## config.mk

```make
export PLATFORM = sky130hd
export DESIGN_NAME = apb_master_arb
export DESIGN_NICKNAME = d
export VERILOG_FILES = /design/src/rtl/apb_master_arb.sv
export SDC_FILE = /design/constraint.sdc
export NUM_CORES = 1
export LEC_CHECK = 0
export CORE_ASPECT_RATIO = 1.75
export CORE_MARGIN = 2
export CORE_UTILIZATION = 44
export DETAILED_ROUTE_END_ITERATION = 8
export HOLD_SLACK_MARGIN = 0.15
export PLACE_DENSITY = 0.93
export RECOVER_POWER = 50
export SLEW_MARGIN = 20
export SYNTH_ARGS = -nofsm -noshare
export SYNTH_HDL_FRONTEND = slang
export SYNTH_SLANG_ARGS = --single-unit
```

## constraint.sdc

```tcl
create_clock -name pclk -period 2.73 [get_ports pclk]
set_input_delay 0.546 -clock pclk [delete_from_list [all_inputs] [get_ports pclk]]
set_output_delay 0.546 -clock pclk [all_outputs]
set_load 0.1 [all_outputs]
```

## src/rtl/apb_master_arb.sv

```systemverilog
// rtl/apb_master_arb.sv - two-requester round-robin APB master with wait-state timeout
module apb_master_arb #(
  parameter int DW      = 32,
  parameter int AW      = 5,
  parameter int TIMEOUT = 16
) (
  input  logic            pclk,
  input  logic            preset,
  input  logic            i_m0_valid,
  output logic            o_m0_ready,
  input  logic [AW-1:0]   i_m0_addr,
  input  logic            i_m0_write,
  input  logic [DW-1:0]   i_m0_wdata,
  input  logic [DW/8-1:0] i_m0_strb,
  output logic            o_m0_rsp_valid,
  output logic [DW-1:0]   o_m0_rdata,
  output logic            o_m0_err,
  input  logic            i_m1_valid,
  output logic            o_m1_ready,
  input  logic [AW-1:0]   i_m1_addr,
  input  logic            i_m1_write,
  input  logic [DW-1:0]   i_m1_wdata,
  input  logic [DW/8-1:0] i_m1_strb,
  output logic            o_m1_rsp_valid,
  output logic [DW-1:0]   o_m1_rdata,
  output logic            o_m1_err,
  output logic [AW-1:0]   o_paddr,
  output logic            o_pwrite,
  output logic            o_psel,
  output logic            o_penable,
  output logic [DW-1:0]   o_pwdata,
  output logic [DW/8-1:0] o_pstrb,
  input  logic [DW-1:0]   i_prdata,
  input  logic            i_pslverr,
  input  logic            i_pready,
  output logic            o_timeout
);
  localparam int SW = DW / 8;
  localparam int CW = (TIMEOUT > 0) ? $clog2(TIMEOUT + 1) : 1;

  typedef enum logic [1:0] {S_IDLE, S_SETUP, S_ACCESS} state_e;

  state_e         state_q, state_d;
  logic           rr_q, rr_d;
  logic           owner_q, owner_d;
  logic [AW-1:0]  paddr_q, paddr_d;
  logic           pwrite_q, pwrite_d;
  logic           psel_q, psel_d;
  logic           penable_q, penable_d;
  logic [DW-1:0]  pwdata_q, pwdata_d;
  logic [SW-1:0]  pstrb_q, pstrb_d;
  logic [CW-1:0]  wait_q, wait_d;
  logic           rsp0_q, rsp0_d, rsp1_q, rsp1_d;
  logic [DW-1:0]  rdata0_q, rdata0_d, rdata1_q, rdata1_d;
  logic           err0_q, err0_d, err1_q, err1_d;
  logic           timeout_q, timeout_d;
  logic           gnt0, gnt1, done, abort;
  logic [DW-1:0]  rsp_rdata;
  logic           rsp_err;

  // rr_q=0 favours m0 when both requesters are valid
  assign gnt0 = i_m0_valid & (~i_m1_valid | ~rr_q);
  assign gnt1 = i_m1_valid & (~i_m0_valid | rr_q);

  always_comb begin
    state_d    = state_q;
    rr_d       = rr_q;
    owner_d    = owner_q;
    paddr_d    = paddr_q;
    pwrite_d   = pwrite_q;
    psel_d     = psel_q;
    penable_d  = penable_q;
    pwdata_d   = pwdata_q;
    pstrb_d    = pstrb_q;
    wait_d     = wait_q;
    rsp0_d     = 1'b0;
    rsp1_d     = 1'b0;
    rdata0_d   = rdata0_q;
    rdata1_d   = rdata1_q;
    err0_d     = err0_q;
    err1_d     = err1_q;
    timeout_d  = 1'b0;
    o_m0_ready = 1'b0;
    o_m1_ready = 1'b0;
    done       = 1'b0;
    abort      = 1'b0;
    rsp_rdata  = '0;
    rsp_err    = 1'b0;

    case (state_q)
      S_IDLE: begin
        if (gnt0 || gnt1) begin
          o_m0_ready = gnt0;
          o_m1_ready = gnt1;
          owner_d    = gnt1;
          if (i_m0_valid && i_m1_valid) rr_d = ~gnt1;
          paddr_d    = gnt1 ? i_m1_addr  : i_m0_addr;
          pwrite_d   = gnt1 ? i_m1_write : i_m0_write;
          pwdata_d   = '0;
          pstrb_d    = '0;
          if (pwrite_d) begin
            pwdata_d = gnt1 ? i_m1_wdata : i_m0_wdata;
            pstrb_d  = gnt1 ? i_m1_strb  : i_m0_strb;
          end
          psel_d     = 1'b1;
          state_d    = S_SETUP;
        end
      end
      S_SETUP: begin
        penable_d = 1'b1;
        wait_d    = '0;
        state_d   = S_ACCESS;
      end
      S_ACCESS: begin
        if (i_pready) begin
          done      = 1'b1;
          rsp_err   = i_pslverr;
          rsp_rdata = pwrite_q ? '0 : i_prdata;
        end else if (TIMEOUT != 0 && int'(wait_q) == TIMEOUT - 1) begin
          // This is the TIMEOUT-th cycle without pready
          abort     = 1'b1;
          rsp_err   = 1'b1;
          timeout_d = 1'b1;
        end else begin
          wait_d = wait_q + 1'b1;
        end
        if (done || abort) begin
          psel_d    = 1'b0;
          penable_d = 1'b0;
          state_d   = S_IDLE;
          if (owner_q) begin
            rsp1_d   = 1'b1;
            rdata1_d = rsp_rdata;
            err1_d   = rsp_err;
          end else begin
            rsp0_d   = 1'b1;
            rdata0_d = rsp_rdata;
            err0_d   = rsp_err;
          end
        end
      end
      default: state_d = S_IDLE;
    endcase
  end

  always_ff @(posedge pclk) begin
    if (preset) begin
      state_q   <= S_IDLE;
      rr_q      <= 1'b0;
      owner_q   <= 1'b0;
      paddr_q   <= '0;
      pwrite_q  <= 1'b0;
      psel_q    <= 1'b0;
      penable_q <= 1'b0;
      pwdata_q  <= '0;
      pstrb_q   <= '0;
      wait_q    <= '0;
      rsp0_q    <= 1'b0;
      rsp1_q    <= 1'b0;
      rdata0_q  <= '0;
      rdata1_q  <= '0;
      err0_q    <= 1'b0;
      err1_q    <= 1'b0;
      timeout_q <= 1'b0;
    end else begin
      state_q   <= state_d;
      rr_q      <= rr_d;
      owner_q   <= owner_d;
      paddr_q   <= paddr_d;
      pwrite_q  <= pwrite_d;
      psel_q    <= psel_d;
      penable_q <= penable_d;
      pwdata_q  <= pwdata_d;
      pstrb_q   <= pstrb_d;
      wait_q    <= wait_d;
      rsp0_q    <= rsp0_d;
      rsp1_q    <= rsp1_d;
      rdata0_q  <= rdata0_d;
      rdata1_q  <= rdata1_d;
      err0_q    <= err0_d;
      err1_q    <= err1_d;
      timeout_q <= timeout_d;
    end
  end

  assign o_paddr        = paddr_q;
  assign o_pwrite       = pwrite_q;
  assign o_psel         = psel_q;
  assign o_penable      = penable_q;
  assign o_pwdata       = pwdata_q;
  assign o_pstrb        = pstrb_q;
  assign o_m0_rsp_valid = rsp0_q;
  assign o_m0_rdata     = rdata0_q;
  assign o_m0_err       = err0_q;
  assign o_m1_rsp_valid = rsp1_q;
  assign o_m1_rdata     = rdata1_q;
  assign o_m1_err       = err1_q;
  assign o_timeout      = timeout_q;

endmodule

```

==> impl_metrics.json, run 1 <==
{
  "finalNetCount": 915,
  "synthArstFlopShare_pct": 0,
  "min_from": "o_pwdata[23]",
  "grt_remaining_overflow": 0,
  "critPathBufInv": 2,
  "worstSkewPairLatency_ns": 0.41,
  "clk_path_buf_depth": 2,
  "seq_area_frac_synth_pct": 48.52,
  "maxCapViolations": 0,
  "antenna_found_initial": 0,
  "hold_class": "reg2reg",
  "drt-total-wl_um": 14870,
  "die_height_um": 145.5,
  "status": "finished, final reports clean",
  "synth.cells.most_frequent": "dfxtp_1 (122), nand2_1 (110), nand3_1 (71)",
  "dpl_cell_area_mm2": 0.007131,
  "place.port_buffers": 236,
  "grt_pass1_vias": 4972,
  "gp_congestion": 0.8136,
  "synth_edf_count": 0,
  "cts.repair.resized": 0,
  "regArea_mm2": 0.002442,
  "die_w_um": 84.85,
  "critical_path.endpoint_type": "output port",
  "start_util_pct": 45.08,
  "yosys_warnings": 0,
  "finalCritPeriodShare_pct": 90.33,
  "synthesis.nets": 694,
  "first_pass_iters": 6,
  "power_density_mw_per_mm2": 747.3,
  "startpoint_type": "input port",
  "timing.fmax_mhz": 405.5,
  "core-area_mm2": 0.01117,
  "vias_per_cell": 5.305,
  "hold_viol": 0,
  "path_delay_family": "buffers and inverters",
  "grtUsageTotal_pct": 23.84,
  "yosysTopAreaCellShare_pct": 48.52,
  "diodes": 0,
  "postRouteAntennaNets": 0,
  "worstMarginPinSlew_ns": 1.259,
  "path_class": "in2out",
  "cp_max_fo": 9,
  "p_leak_nw": 2.797,
  "cts.sinks": 122,
  "ioPinCount": 237,
  "wl_per_cell_um": 15.93,
  "cts_root_buf": "clkbuf_16",
  "drt_iter0_drc": 200,
  "grt_max_degree": 80,
  "r2r-start": "wait_q[0]",
  "setup_viol": 0,
  "post-route-drc-count": 0,
  "critical_path.slowest_cell": "dlygate4sd3_1",
  "ir_drop_v": 0.0005110,
  "ys_ff_latch": 122,
  "finalCriticalPeriod_ns": 2.466,
  "critPathMaxStageDelay_ns": 0.69,
  "multi_input_area_mm2": 0.002266,
  "fin_ws_ns": 0.2640,
  "fillCellCount": 959,
  "final_layout_size_suffix_gt1_share_pct": 11.24,
  "fin_worst_skew_ns": 0.01107,
  "die-area_mm2": 0.01234,
  "synth_flop_cell": "dfxtp_1",
  "required_ns": 2.18,
  "cts_tree": "yes",
  "yosysMostFrequentCell": "dfxtp_1",
  "tns_ns": 0,
  "dp_hpwl_um": 10990,
  "post-place-ws_ns": 0.3449,
  "cp_cell_sequence": "dlygate4sd3_1 > nand2b_2 > and3_2 > buf_12",
  "vias": 4950,
  "grt_pass1_wl_um": 23750,
  "cp.arrival_ns": 1.92,
  "cts-buffers-inserted": 17,
  "report.final.slew_viol_count": 0,
  "h-tree-depth": 4,
  "critical_path.startpoint": "i_m0_valid",
  "synth_top_area_cell": "dfxtp_1",
  "syn_inst": 567,
  "yosysUniqueCellTypes": 43,
  "slew_headroom_pct": 16.42,
  "netlist_area_mm2": 0.005034,
  "cts_hold_buf": 0,
  "post_cts_buffers": 0,
  "area_growth_pct": 46.21,
  "fin_area_mm2": 0.007360,
  "synth_area_leaders": "dfxtp_1 (49%), nand2_1 (8.2%), mux2i_1 (7.6%)",
  "rsz0062_at_grt": "no",
  "syn_area_per_cell_um2": 8.878,
  "num_rows": 51,
  "cts.clk_slew.worst_paths_ns": 0.06
}
-- worst min-delay path: cells and delay by family, from the launching register on --
| family | cells | cell delay, ns |
|---|---|---|
| compound gates | 1 | 0.04 |
| simple gates | 1 | 0.06 |
| flops | 1 | 0.32 |
-- area by class of cell --
class | count | area share (%)
inverters | 6 | 0.3060
clock buffers | 18 | 5.831
flip-flops and latches | 122 | 33.19
multi-input cells | 393 | 30.79
repair buffers | 248 | 24.65
clock inverters | 14 | 2.992
well taps | 132 | 2.244
-- report_power, final --
group          internal [mW]  total (mW)  switching, mW
Combinational          0.328        1.15          0.818
Clock                   1.63        2.45          0.825
Sequential              1.86        1.90         0.0460
Total                   3.81        5.50           1.69
-- state kept, by name, indices dropped and copies added (netlist names), 2 cells and up --
signal,flops
wait_q,5
o_paddr,5
o_pstrb,4
o_pwdata,32
o_m1_rdata,32
o_m0_rdata,32
state_q,2
-- cell usage in the layout (no fill, tap or decap), drive strengths merged, types with 2 or more instances in the layout --
cell,netlist,final
a22oi,3,3
a21oi,69,69
nand3,71,71
o21ai,40,40
mux2i,38,38
clkdlybuf4s50,0,119
bufinv,0,5
dfxtp,122,122
and3,3,3
nand2,111,111
a211oi,2,2
nor2,25,25
buf,32,16
nand2b,2,2
nor3,2,2
clkinv,0,6
nor2b,3,3
inv,6,8
clkbuf,14,130
a311oi,5,5
nand3b,2,2
ha,5,5
-- kinds of logic (layout without fill, tap and decap cells) --
group           after synthesis  in the layout  synth area share (%)
simple gates                225            225                 20.31
compound gates              124            124                 15.59
flops                       122            122                 48.52
buf+inv                      52            286                 6.612
mux                          38             38                 7.556
fa+ha+maj                     5              5                 1.243
xor+xnor                      1              1                0.1740
-- routing by layer --
metal	up-vias	GRT usage, %	wire [µm]
li1	2396	-	-
met1	2293	23.76	5098
met2	235	44.72	8320
met3	26	7.374	1076
met4	0	9.524	369
met5	-	0	0
-- worst paths after layout --
check | end | slack [ns] | cells past startpoint
setup / recovery | o_m1_ready | 0.26 | 4
hold / removal | o_pwdata[23] | 0.45 | 2
setup reg to reg | o_m1_rdata[8] | 0.56 | 8
hold reg to reg | o_pwdata[23] | 0.45 | 2
-- per-stage QoR --
stage / power [mW] / util (%) / cells / hold WS [ns]
3_3_place_gp: 3.113 / 63.85 / 901 / 0.4401
4_1_cts: 5.598 / 69.67 / 933 / 0.4553
3_5_place_dp: 3.139 / 63.85 / 901 / 0.4416
5_1_grt: 5.698 / 65.90 / 933 / 0.4744
6_report: 5.500 / 65.90 / 933 / 0.4496
2_1_floorplan: 2.760 / - / 567 / 0.4639
No activity file was read; power rests on OpenSTA's default activity.
==> run 2: changes to the inputs <==
CORE_ASPECT_RATIO = 0.5   (was 1.75)
==> impl_metrics.json, run 2 (synthesis results as in run 1) <==
{
  "report.final.slew_viol_count": 0,
  "cts.sinks": 122,
  "postRouteAntennaNets": 0,
  "cts.clk_slew.worst_paths_ns": 0.05,
  "grt_max_degree": 65,
  "critPathBufInv": 2,
  "post-route-drc-count": 0,
  "grtUsageTotal_pct": 23.48,
  "die_w_um": 155.3,
  "cts.repair.resized": 0,
  "vias_per_cell": 5.278,
  "critical_path.slowest_cell": "dlygate4sd3_1",
  "area_growth_pct": 45.44,
  "final_cell_mix": "dfxtp_1 (122), clkdlybuf4s50_1 (119), clkbuf_1 (117)",
  "cts_root_buf": "clkbuf_16",
  "clk_path_buf_depth": 2,
  "first_pass_iters": 5,
  "fillCellCount": 946,
  "cts-buffers-inserted": 17,
  "p_sw_share_pct": 31.10,
  "cp_cell_sequence": "dlygate4sd3_1 > nand2b_2 > and3_2 > buf_12",
  "power_density_mw_per_mm2": 711.1,
  "combPwrFrac_pct": 22.1,
  "finalCritPeriodShare_pct": 92.80,
  "place.port_buffers": 236,
  "cts_tree": "yes",
  "critical_path.endpoint_type": "output port",
  "final_layout_size_suffix_gt1_share_pct": 11.07,
  "setup_viol": 0,
  "p_leak_nw": 2.780,
  "finalNetCount": 919,
  "vias": 5009,
  "critPathMaxStageDelay_ns": 0.75,
  "status": "finished, final reports clean",
  "tns_ns": 0,
  "power.switching_mw": 1.619,
  "num_rows": 27,
  "cp.arrival_ns": 1.99,
  "hold_class": "reg2reg",
  "h-tree-depth": 4,
  "rsz0062_at_grt": "no",
  "hold_viol": 0,
  "r2r-start": "wait_q[0]",
  "min_from": "o_pwdata[11]",
  "worstMarginPinSlew_ns": 1.255,
  "start_util_pct": 45.43,
  "ioPinCount": 237,
  "fin_worst_skew_ns": 0.01036,
  "seqPwrFrac_pct": 36.5,
  "required_ns": 2.18,
  "startpoint_type": "input port",
  "grt_pass1_wl_um": 23300,
  "p_clk_share_pct": 41.4,
  "drt_iter0_drc": 307,
  "path_delay_family": "buffers and inverters",
  "gp_congestion": 0.8166,
  "drt-total-wl_um": 14790,
  "mostFrequentLayoutCell": "dfxtp_1",
  "grt_remaining_overflow": 0,
  "cp_max_fo": 9,
  "critical_path.startpoint": "i_m0_valid",
  "ir_drop_v": 0.0003992,
  "dp_hpwl_um": 10450,
  "core-area_mm2": 0.01108,
  "worstSkewPairLatency_ns": 0.39,
  "maxCapViolations": 0,
  "timing.fmax_mhz": 394.7,
  "post_cts_buffers": 0,
  "path_class": "in2out",
  "grt_pass1_vias": 4909,
  "cts_hold_buf": 0,
  "diodes": 0,
  "antenna_found_initial": 0,
  "die-area_mm2": 0.01236,
  "slew_headroom_pct": 16.70,
  "fin_hold_ws_ns": 0.4485,
  "p_int_mw": 3.587,
  "finalCriticalPeriod_ns": 2.533,
  "die_height_um": 79.63,
  "wl_per_cell_um": 15.58
}
## run 2: changes by cell type in the layout (fill, tap and decap cells not counted), sizes merged
| cell | before | now |
|---|---|---|
| clkbuf | 130 | 137 |
| clkinvlp | 1 | 0 |
| inv | 8 | 6 |
| bufinv | 5 | 2 |
| buf | 16 | 18 |
## run 2: worst reg2reg max path, delay by kind of cell, from the launching register on
family / cells / cell delay [ns]
buf+inv: 2 / 0.49
compound gates: 2 / 0.31
fa+ha+maj: 2 / 0.47
flops: 1 / 0.33
simple gates: 3 / 0.71
## run 2: power by group through the flow
stage	clock network [mW]	logic, mW	registers, mW
global placement	0	1.18	1.93
global route	2.27	1.20	1.91
CTS	2.18	1.21	1.90
detailed placement	0	1.20	1.94
finish	2.16	1.15	1.90
floorplan	0	0.356	2.40
## run 2: stage by stage
stage	total power, mW	worst slack (ns)	utilization (%)	cell area (µm²)	instances
6_report	5.206	0.1967	66.07	7321	949
5_1_grt	5.383	0.1287	66.07	7321	949
4_1_cts	5.291	0.2996	69.93	7749	949
3_5_place_dp	3.135	0.2422	64.77	7177	918
3_3_place_gp	3.116	0.3465	64.77	7177	918
2_1_floorplan	2.760	0.5824	-	5034	567
## run 2: cell type report
type,count,area (µm²),share of cell area (%)
flip-flops and latches,122,2442,33.36
well taps,145,181.4,2.478
clock inverters,8,93.84,1.282
repair buffers,252,1837,25.09
clock buffers,23,478.0,6.529
multi-input cells,393,2266,30.95
inverters,6,22.52,0.3076
## run 2: per-layer routing
layer	routed length, µm	vias up	global-route usage, %
met5	0	-	0
met4	482	0	10.28
met3	782	32	4.940
met2	7668	202	44.09
met1	5851	2370	26.06
li1	-	2405	-
## run 2: final timing paths
check / to / slack [ns] / depth (start not counted)
hold / removal: o_pwdata[11] / 0.45 / 2
setup / recovery: o_m1_ready / 0.20 / 4
hold reg to reg: o_pwdata[11] / 0.45 / 2
setup reg to reg: o_m1_rdata[15] / 0.34 / 9
